--- src/rtl/crossbar_rr_sched.sv ---
// Round-robin, packet-aware scheduler for an input-queued NUM_PORTS x NUM_PORTS crossbar.
// Each output locks onto its winning input until EOP so packets never interleave.
module crossbar_rr_sched #(
    parameter int NUM_PORTS  = 4,
    parameter int PORT_WIDTH = 2
) (
    input  logic                            clk,
    input  logic                            rst,
    input  logic [NUM_PORTS-1:0]            req_valid,
    input  logic [NUM_PORTS*PORT_WIDTH-1:0] req_dst,
    input  logic [NUM_PORTS-1:0]            req_eop,
    input  logic [NUM_PORTS-1:0]            out_ready,
    output logic [NUM_PORTS-1:0]            grant_rd,
    output logic [NUM_PORTS-1:0]            out_valid,
    output logic [NUM_PORTS*PORT_WIDTH-1:0] out_sel,
    output logic [NUM_PORTS-1:0]            out_lock
);

    typedef enum logic {
        IDLE   = 1'b0,
        LOCKED = 1'b1
    } state_e;

    state_e                state_q    [NUM_PORTS];
    state_e                state_d    [NUM_PORTS];
    logic [PORT_WIDTH-1:0] lock_src_q [NUM_PORTS];
    logic [PORT_WIDTH-1:0] lock_src_d [NUM_PORTS];
    logic [PORT_WIDTH-1:0] rr_ptr_q   [NUM_PORTS];
    logic [PORT_WIDTH-1:0] rr_ptr_d   [NUM_PORTS];
    logic [PORT_WIDTH-1:0] out_sel_q  [NUM_PORTS];
    logic [PORT_WIDTH-1:0] out_sel_d  [NUM_PORTS];
    logic [NUM_PORTS-1:0]  out_valid_q;
    logic [NUM_PORTS-1:0]  out_valid_d;

    logic [NUM_PORTS-1:0]  in_locked;
    logic [NUM_PORTS-1:0]  out_gnt;
    logic [PORT_WIDTH-1:0] win        [NUM_PORTS];

    // State register
    always_ff @(posedge clk) begin
        if (!rst) begin
            for (int unsigned o = 0; o < NUM_PORTS; o++) begin
                state_q[o]    <= IDLE;
                lock_src_q[o] <= '0;
                rr_ptr_q[o]   <= '0;
                out_sel_q[o]  <= '0;
            end
            out_valid_q <= '0;
        end else begin
            for (int unsigned o = 0; o < NUM_PORTS; o++) begin
                state_q[o]    <= state_d[o];
                lock_src_q[o] <= lock_src_d[o];
                rr_ptr_q[o]   <= rr_ptr_d[o];
                out_sel_q[o]  <= out_sel_d[o];
            end
            out_valid_q <= out_valid_d;
        end
    end

    always_comb begin
        in_locked = '0;
        for (int unsigned o = 0; o < NUM_PORTS; o++) begin
            if (state_q[o] == LOCKED) in_locked[lock_src_q[o]] = 1'b1;
        end
    end

    // Per-output arbitration: a locked input never shows up as a candidate elsewhere,
    // and an idle input only targets its own req_dst, so no input is granted twice.
    always_comb begin
        logic [PORT_WIDTH-1:0] idx;
        logic                  found;
        idx   = '0;
        found = 1'b0;
        for (int unsigned o = 0; o < NUM_PORTS; o++) begin
            out_gnt[o] = 1'b0;
            win[o]     = '0;
            if (state_q[o] == LOCKED) begin
                win[o]     = lock_src_q[o];
                out_gnt[o] = req_valid[lock_src_q[o]] && out_ready[o];
            end else begin
                found = 1'b0;
                for (int unsigned k = 0; k < NUM_PORTS; k++) begin
                    idx = rr_ptr_q[o] + PORT_WIDTH'(k);
                    if (!found && req_valid[idx] && !in_locked[idx] &&
                        req_dst[int'(idx)*PORT_WIDTH +: PORT_WIDTH] == PORT_WIDTH'(o)) begin
                        found  = 1'b1;
                        win[o] = idx;
                    end
                end
                out_gnt[o] = found && out_ready[o];
            end
        end
    end

    // Next-state logic
    always_comb begin
        for (int unsigned o = 0; o < NUM_PORTS; o++) begin
            state_d[o]     = state_q[o];
            lock_src_d[o]  = lock_src_q[o];
            rr_ptr_d[o]    = rr_ptr_q[o];
            out_sel_d[o]   = out_sel_q[o];
            out_valid_d[o] = out_gnt[o];
            if (out_gnt[o]) begin
                out_sel_d[o] = win[o];
                if (req_eop[win[o]]) begin
                    state_d[o]  = IDLE;
                    rr_ptr_d[o] = win[o] + 1'b1;
                end else begin
                    state_d[o]    = LOCKED;
                    lock_src_d[o] = win[o];
                end
            end
        end
    end

    // Outputs
    always_comb begin
        grant_rd = '0;
        out_lock = '0;
        out_sel  = '0;
        for (int unsigned o = 0; o < NUM_PORTS; o++) begin
            if (out_gnt[o] && rst) grant_rd[win[o]] = 1'b1;
            out_lock[o] = (state_q[o] == LOCKED);
            out_sel[o*PORT_WIDTH +: PORT_WIDTH] = out_sel_q[o];
        end
        out_valid = out_valid_q;
    end

endmodule

--- config.mk ---
export PLATFORM = sky130hd
export DESIGN_NAME = crossbar_rr_sched
export DESIGN_NICKNAME = d
export VERILOG_FILES = /design/src/rtl/crossbar_rr_sched.sv
export SDC_FILE = /design/constraint.sdc
export NUM_CORES = 1
export LEC_CHECK = 0
export BUFFER_PORTS_ARGS = -buffer_cell sky130_fd_sc_hd__buf_2
export CAP_MARGIN = 10
export CELL_PAD_IN_SITES_DETAIL_PLACEMENT = 2
export CELL_PAD_IN_SITES_GLOBAL_PLACEMENT = 2
export CORE_ASPECT_RATIO = 0.7
export CORE_MARGIN = 2
export CORE_UTILIZATION = 35
export CTS_BUF_LIST = sky130_fd_sc_hd__clkbuf_16
export CTS_CLUSTER_DIAMETER = 60
export DETAILED_ROUTE_END_ITERATION = 12
export GPL_TIMING_DRIVEN = 0
export PLACE_DENSITY = 0.78
export SYNTH_ARGS = -nofsm -noshare
export SYNTH_HDL_FRONTEND = slang
export SYNTH_SLANG_ARGS = --single-unit
--- constraint.sdc ---
create_clock -name clk -period 3.5 [get_ports clk]
set_clock_uncertainty 0.15 [all_clocks]
set_input_delay 0.35 -clock clk [delete_from_list [all_inputs] [get_ports clk]]
set_output_delay 0.35 -clock clk [all_outputs]
set_load 0.02 [all_outputs]
Yosys cells after proc, flatten, opt, wreduce, memory -nomap -nowiden:

Memories as Yosys holds them, arrays and structs flattened.
Cells that the tools add are included.
Widths: inputs -> output; s select.

* register bits: 4
* word-level logic and storage cells: 405
* input port bits: 22
* memory bits (writable): 28
* memories: 4

Memories
* lock_src_q: depth 4, width 2, rd ports 4, clocked after memory_dff 0, write ports 4, line 26 `logic [PORT_WIDTH-1:0] lock_src_q [NUM_PORTS];`
* out_sel_q: depth 4, width 2, rd ports 4, clocked after memory_dff 0, write ports 4, line 30 `logic [PORT_WIDTH-1:0] out_sel_q [NUM_PORTS];`
* rr_ptr_q: depth 4, width 2, rd ports 4, clocked after memory_dff 0, write ports 4, line 28 `logic [PORT_WIDTH-1:0] rr_ptr_q [NUM_PORTS];`
* state_q: depth 4, width 1, rd ports 4, clocked after memory_dff 0, write ports 4, line 24 `state_e state_q [NUM_PORTS];`

* muxes and demuxes: 206
* eq/ne operators: 12
* bitwise operators: 22
* add/sub/neg operators: 16
* shifts and indexed selects: 16
* reduce and logical (&&, ||, !) cells: 96
* order comparisons: 32

Operator list (count)
* $shiftx 8x4->2: 16
* $mux 2: 52
* $mux 1: 98
* $bmux 1 s2: 40
* $lt 2x3->1 const B: 24
* $logic_and 1x1->1: 64
* $mux 4: 8
* $logic_not 1->1: 28
* $or 4x4->4: 6
* $add 2x1->2 const B: 8
* $add 2x2->2 const B: 8
* $demux 1 s2: 8
* $eq 2x2->1 const B: 8
* $ge 2x1->1 const B: 8
* $or 1x1->1: 16
* $eq 2x1->1 const B: 4
* $logic_not 2->1: 4

Logic depth before layout (Yosys ltp):

Gate-level depths: netlist of run 1.

* depth in word-level cells: 47
* gate-level depth with buffers: 12
* mapped depth without buffers: 10

Worst setup path before layout of run 1:

No wires, ideal clock.

* kind: reg2out
* from: memory state_q[0] (netlist name)
* to: output grant_rd[0]
* path buffers: 1
* slack: 0.148 ns
* arrival time: 2.852 ns
* cell stages (with the launch flop): 12
* data required time: 3.000 ns
* cells stage by stage: edfxtp_1 buf_6 nand3_2 nand4_2 or2_0 or4_1 o31a_1 o311ai_4 inv_1 ha_1 a22o_1 a221o_1

RTL lines
* from (decl): line 24
* to (decl): line 13 `output logic [NUM_PORTS-1:0] grant_rd,`

==> results of run 1 <==
==> repair_timing <==
action,CTS,global route
resized for setup,69,11
setup endpoints to repair,6,11
pin swaps,28,2
gates cloned,0,0
buffers inserted,38,7
==> kinds of logic (layout without fill, tap and decap cells) <==
family / count (synthesis) / after routing
simple gates: 153 / 153
compound gates: 117 / 117
buf+inv: 41 / 133
flops: 32 / 32
mux: 22 / 22
fa+ha+maj: 16 / 16
==> flip-flops by register name, summed over array words and instances (netlist names) <==
register    flops
out_sel_q       8
lock_src_q      8
state_q         4
rr_ptr_q        8
out_valid       4
==> cell usage in the layout, fill, tap and decap left out, types with 5 or more instances in the layout <==
cell	Yosys	layout
a21oi_1	23	22
ha_1	16	11
and2_1	5	6
clkbuf_16	0	5
a211oi_1	7	6
buf_6	3	13
buf_2	4	38
buf_4	7	48
o211ai_1	6	6
o21ai_0	12	11
nor3_1	5	5
clkbuf_1	10	9
dfxtp_1	29	23
nand3_1	12	11
dfxtp_2	0	6
nand3b_1	6	6
nor2_1	33	31
nand2_1	42	39
inv_1	14	14
mux2i_1	13	10
==> worst max-delay path, stage by stage, from the launching register on <==
cell	delay [ps]
edfxtp_1	420
buf_6	170
nand3b_1	160
o2111ai_4	200
buf_6	180
or3_1	370
a21oi_1	180
o31a_1	370
inv_1	260
ha_1	280
a221o_1	350
buf_6	140
==> power breakdown <==
| part | switching, mW | total [mW] | internal [mW] |
|---|---|---|---|
| logic | 0.516 | 0.847 | 0.331 |
| registers | 0.0363 | 0.442 | 0.406 |
| clock network | 0.169 | 0.425 | 0.256 |
| total | 0.722 | 1.72 | 0.993 |
==> through the flow <==
stage / std cells / TNS [ps] / hold WS (ps) / util
after floorplan: 381 / 0 / 336 / -
after global placement: 546 / -1230 / 298 / 0.396
after detailed placement: 546 / -1580 / 311 / 0.396
after CTS: 590 / -527 / 249 / 0.477
after global routing: 597 / -2580 / 291 / 0.488
final: 597 / -1750 / 267 / 0.488
==> synth_stat cells, types with 4 or more instances <==
cell,n,area (um2)
nand2b_1,4,25.0
ha_1,16,200
mux2i_1,13,130
o21ai_0,12,60.1
buf_2,4,20.0
or3_1,4,25.0
nor3b_1,4,30.0
and3_1,4,25.0
o221ai_1,4,35.0
buf_4,7,52.6
nor3_1,5,25.0
clkbuf_1,10,37.5
o211ai_1,6,45.0
a21oi_1,23,115
nand3b_1,6,45.0
and3b_1,4,35.0
nor2_1,33,124
and2_1,5,31.3
mux4_2,4,90.1
inv_1,14,52.6
dfxtp_1,29,581
a211oi_1,7,52.6
a221o_1,4,40.0
a22o_1,4,35.0
nand2_1,42,158
nand3_1,12,60.1
==> final timing paths <==
path,endpoint,slack [ps],depth (start not counted)
setup / recovery,grant_rd[3],-390,11
hold / removal,rr_ptr_q[3][1]$_SDFFE_PN0P_,270,3
setup reg to reg,rr_ptr_q[2][1]$_SDFFE_PN0P_,-140,13
hold reg to reg,out_sel_q[2][0]$_SDFFE_PN0P_,320,2
==> routing by layer <==
layer	vias to the layer above	global-route usage
met3	58	0.0512
met5	-	0
met1	1972	0.426
met4	0	0.111
met2	172	0.525
li1	1634	-
==> area by class of cell <==
| cell class | instances | area share |
|---|---|---|
| plain buffers | 22 | 0.0337 |
| well taps | 124 | 0.0354 |
| inverters | 17 | 0.0146 |
| clock buffers | 5 | 0.0286 |
| repair buffers | 86 | 0.133 |
| multi-input cells | 308 | 0.597 |
| flip-flops and latches | 32 | 0.155 |
| clock inverters | 3 | 0.00257 |
==> metrics, run 1 <==
HP Class primary input to register; crit end category output port; GR Overflow Total 0; Synth Area in XOR/XNOR 0; gr usage total 0.320; Layout fillers about 980; Yosys warnings 0; mapped cell area between 3000 and 4000 um2; drt via density between 6 and 7; pwr dens 392 nW/um2; crit path time final roughly 4000 ps; drt total wl 18.0 mm; Compound-Gate Fraction of Synth Area 0.305; Min-Delay Startpoint rst; # DRC 0; setup violators final 10; Layout Nets between 500 and 600; post-placement cell area around 3600 um2; Met2 Wirelength between 8 and 9 mm; worst IR drop on VDD 0.275 mV; clock root cell clkbuf_16; final period utilization 1.11; syn nets about 420; Storage cell area around 680 um2; Initial Util 0.356; Post-DP HPWL ~9.2 mm; ys async rst share 0; H-tree depth 2; Reg clk slew, reported paths 60 ps; initial antenna violation count 1; via count about 3800; Final WS setup -389 ps; Crit. Startpoint state_q[0]$_DFFE_PP_; core area about 9000 um2; footprint of the multi-input gates ~2600 um2; cts hold-fix bufs 0; fin. max-slew vios 0; Post-DRT Antenna Nets 0; Final Wtd Congestion about 0.89; outcome finished, violations left; global-route wire length before repair roughly 24 mm; measured slew at the worst slew-check pin between 600 and 700 ps; Startpoint Class register; total CTS buffers 5; Clock Tree Buf Depth 2; prevailing post-synth register cell dfxtp_1; slew margin rel. 0.569; CP arrival approximately 3400 ps; Design Area, Final ~4400 um2; FF-to-FF Start state_q[0]$_DFFE_PP_; Area Growth Syn to Fin 37.1%; Yosys reg bits 32; post-place setup slack -465 ps; total power between 1.5 and 2 mW; number of global-route vias before repair around 4000; library cells used by synthesis 88; final hold violation count 0; clk sink count 32; Synth Instances roughly 380; Skew-Pair Late Insertion Delay roughly 280 ps; layout cells sized above 1 0.393; Top Metal Used met4; io pins 42; Crit Path Class register to output port; Peak Freq ~260 MHz; drt first pass iters 5; mux cell area share after synthesis 0.0909; Site Rows 29; Iter 0 DRT Violations about 280; Die ar. 9920 um2; largest net degree at the start of global routing 11; metal3 WL roughly 1.1 mm; n_diodes 0; CP Max Fanout 6; register area share after synthesis 0.210; post-synthesis simple-gate area fraction 0.266; combinational family with the most area after synthesis compound AO/OA/AOI/OAI gates; Post-synth EDFFs 3; Port Buffers 41; adder-cell share of the synthesized area 0.0627; Max-Cap Viols 0; Pleak 1.80 nW; syn avg cell area around 8.4 um2; DRT met1 WL between 7 and 8 mm; RSZ-0062 raised after global routing yes; Chip Width roughly 120 um; CTS tree done; Req. time, crit path about 3000 ps; drt wl/cell roughly 30 um; violated checks negative setup slack; Die Height 83.9 um
Note: power is estimated with default switching activity, not from simulation.
==> run 2: changes to the inputs <==
--- a/config.mk
+++ b/config.mk
@@ -11,12 +11,14 @@
 export CELL_PAD_IN_SITES_GLOBAL_PLACEMENT = 2
 export CORE_ASPECT_RATIO = 0.7
 export CORE_MARGIN = 2
-export CORE_UTILIZATION = 35
+export CORE_UTILIZATION = 30
 export CTS_BUF_LIST = sky130_fd_sc_hd__clkbuf_16
 export CTS_CLUSTER_DIAMETER = 60
 export DETAILED_ROUTE_END_ITERATION = 12
 export GPL_TIMING_DRIVEN = 0
-export PLACE_DENSITY = 0.78
+export MAX_ROUTING_LAYER = met4
+export PLACE_DENSITY = 0.68
 export SYNTH_ARGS = -nofsm -noshare
 export SYNTH_HDL_FRONTEND = slang
 export SYNTH_SLANG_ARGS = --single-unit
+export TNS_END_PERCENT = 20
==> metrics, run 2 (synthesis gave the netlist of run 1 again) <==
footprint of the multi-input gates 2580 um2 (-1.1%); Req. time, crit path 3000 ps (about the same); Startpoint Class register; Post-DP HPWL 9.45 mm (+3.0%); FF-to-FF setup slack 170 ps (+310 ps); via count 3440 (-10%); Chip Width 127 um (+7.7%); Largest regs lock_src_q (8), out_sel_q (8), rr_ptr_q (8); outcome finished, violations left; Area Growth Syn to Fin 37.5%; total power 1.70 mW (-0.99%); Iter 0 DRT Violations 146 (-47%); R2R depth 12 (-1); post-place setup slack -398 ps (+67.1 ps); core area 10400 um2 (+16%); drt total wl 13.3 mm (-26%); clk sink count 32 (unchanged); # DRC 0 (unchanged); io pins 42 (unchanged); crit path time final 3740 ps (-147 ps); CTS tree done; total CTS buffers 5 (unchanged); Peak Freq 267 MHz (+3.9%); Post-DRT Antenna Nets 0 (unchanged); slew margin rel. 0.467 (-0.102); Layout fillers 1146 (+18%); worst IR drop on VDD 0.206 mV (-25%); layout cells sized above 1 0.391 (-0.00258); GR Overflow Total 0 (unchanged); pwr dens 387 nW/um2 (-1.3%); measured slew at the worst slew-check pin 791 ps (+146 ps); Site Rows 31 (+6.9%); drt via density 5.70 (-11%); initial antenna violation count 0 (-1); CP arrival 3240 ps (-150 ps); drt wl/cell 22.1 um (-27%); number of global-route vias before repair 3817 (-3.8%); cts hold-fix bufs 0 (unchanged); Final WS setup -242 ps (+147 ps); HP Class primary input to register; final period utilization 1.07 (-0.0419); commonest non-fill, non-tap cell in the layout buf_4; H-tree depth 2 (unchanged); reg2reg end lock_src_q[0][1]$_SDFFE_PN0P_; drt first pass iters 4 (-1); global-route wire length before repair 21.6 mm (-11%); FF-to-FF Start state_q[0]$_DFFE_PP_; Fin Hold WS 230 ps (-36.8 ps); Min-Delay Startpoint rst; Clock Tree Buf Depth 2 (unchanged); Initial Util 0.308 (-0.0480); Die ar. 11500 um2 (+16%); gr usage total 0.245 (-0.0746); fin. max-slew vios 0 (unchanged); RSZ-0062 raised after global routing yes; hold path depth 3 (unchanged); Pleak 1.78 nW (-1.1%); violated checks negative setup slack; Port Buffers 41 (unchanged); clock root cell clkbuf_16; Layout Nets 508 (-0.39%); Storage cell area 677 um2 (-0.18%); CP Max Fanout 4 (-2); n_diodes 0 (unchanged); Crit Path Class register to output port; largest net degree at the start of global routing 12 (+1); Die Height 90.3 um (+7.6%); crit end category output port; setup violators final 4 (-6); Skew-Pair Late Insertion Delay 280 ps (about the same); most frequent cells in the layout buf_4, nand2_1, buf_2; Final Wtd Congestion 0.829 (-6.3%); final hold violation count 0 (unchanged); Reg clk slew, reported paths 50 ps (about the same); Max-Cap Viols 0 (unchanged); Worst Hold Endpoint rr_ptr_q[3][1]$_SDFFE_PN0P_
run 2: layer usage:
| layer | up-vias | part of all wire | track usage |
|---|---|---|---|
| met3 | 14 | 0.032 | 0.0249 |
| li1 | 1621 | - | - |
| met2 | 56 | 0.45 | 0.387 |
| met5 | - | 0 | - |
| met1 | 1749 | 0.50 | 0.346 |
| met4 | 0 | 0.011 | 0.0412 |
run 2: per-stage QoR:
stage / utilization / TNS, ps / cells / cell area, um2
after global routing: 0.424 / -1400 / 603 / 4390
after global placement: 0.344 / -1430 / 554 / 3560
after floorplan: - / 0 / 381 / 3190
after CTS: 0.417 / -708 / 596 / 4320
final: 0.424 / -858 / 603 / 4390
after detailed placement: 0.344 / -1640 / 554 / 3560
run 2: cell type report:
| cell class | count | share of cell area |
|---|---|---|
| Multi-Input combinational cell | 308 | 0.589 |
| Sequential cell | 32 | 0.154 |
| Timing Repair Buffer | 84 | 0.132 |
| Tap cell | 132 | 0.0376 |
| Buffer | 22 | 0.0345 |
| Clock buffer | 5 | 0.0285 |
| Inverter | 17 | 0.0151 |
| Clock inverter | 3 | 0.00940 |
run 2: how the worst max path moves through the flow:
stage / to / startpoint / slack (ps)
finish: grant_rd[0] / state_q[0]$_DFFE_PP_ / -240
global route: grant_rd[1] / state_q[0]$_DFFE_PP_ / -350
CTS: grant_rd[0] / state_q[3]$_DFF_P_ / -190
detailed placement: grant_rd[0] / state_q[2]$_DFFE_PP_ / -400
global placement: grant_rd[2] / state_q[2]$_DFFE_PP_ / -390
floorplan: grant_rd[0] / state_q[0]$_DFFE_PP_ / 150
run 2: report_power, final:
group	internal [mW]	total (mW)	switching (mW)
Clock	0.335	0.507	0.172
Combinational	0.323	0.755	0.432
Sequential	0.406	0.436	0.0304
Total	1.06	1.70	0.635
run 2: repair_timing:
item | CTS | global route
gates resized for setup | 71 | 5
endpoints found under the hold margin | 0 | 0
setup buffers | 36 | 7
endpoints found under the setup margin | 6 | 7
pin swaps | 26 | 6
run 2: worst max-delay path, stage by stage, from the launching register on:
cell and delay [ps]:
edfxtp_1 440, buf_6 160, nand3_4 80, nand4_4 120, or2_1 240, or4_1 400
o31a_1 150, o311ai_4 380, inv_2 140, ha_4 190, a22o_1 230, a221o_1 280
buf_6 140
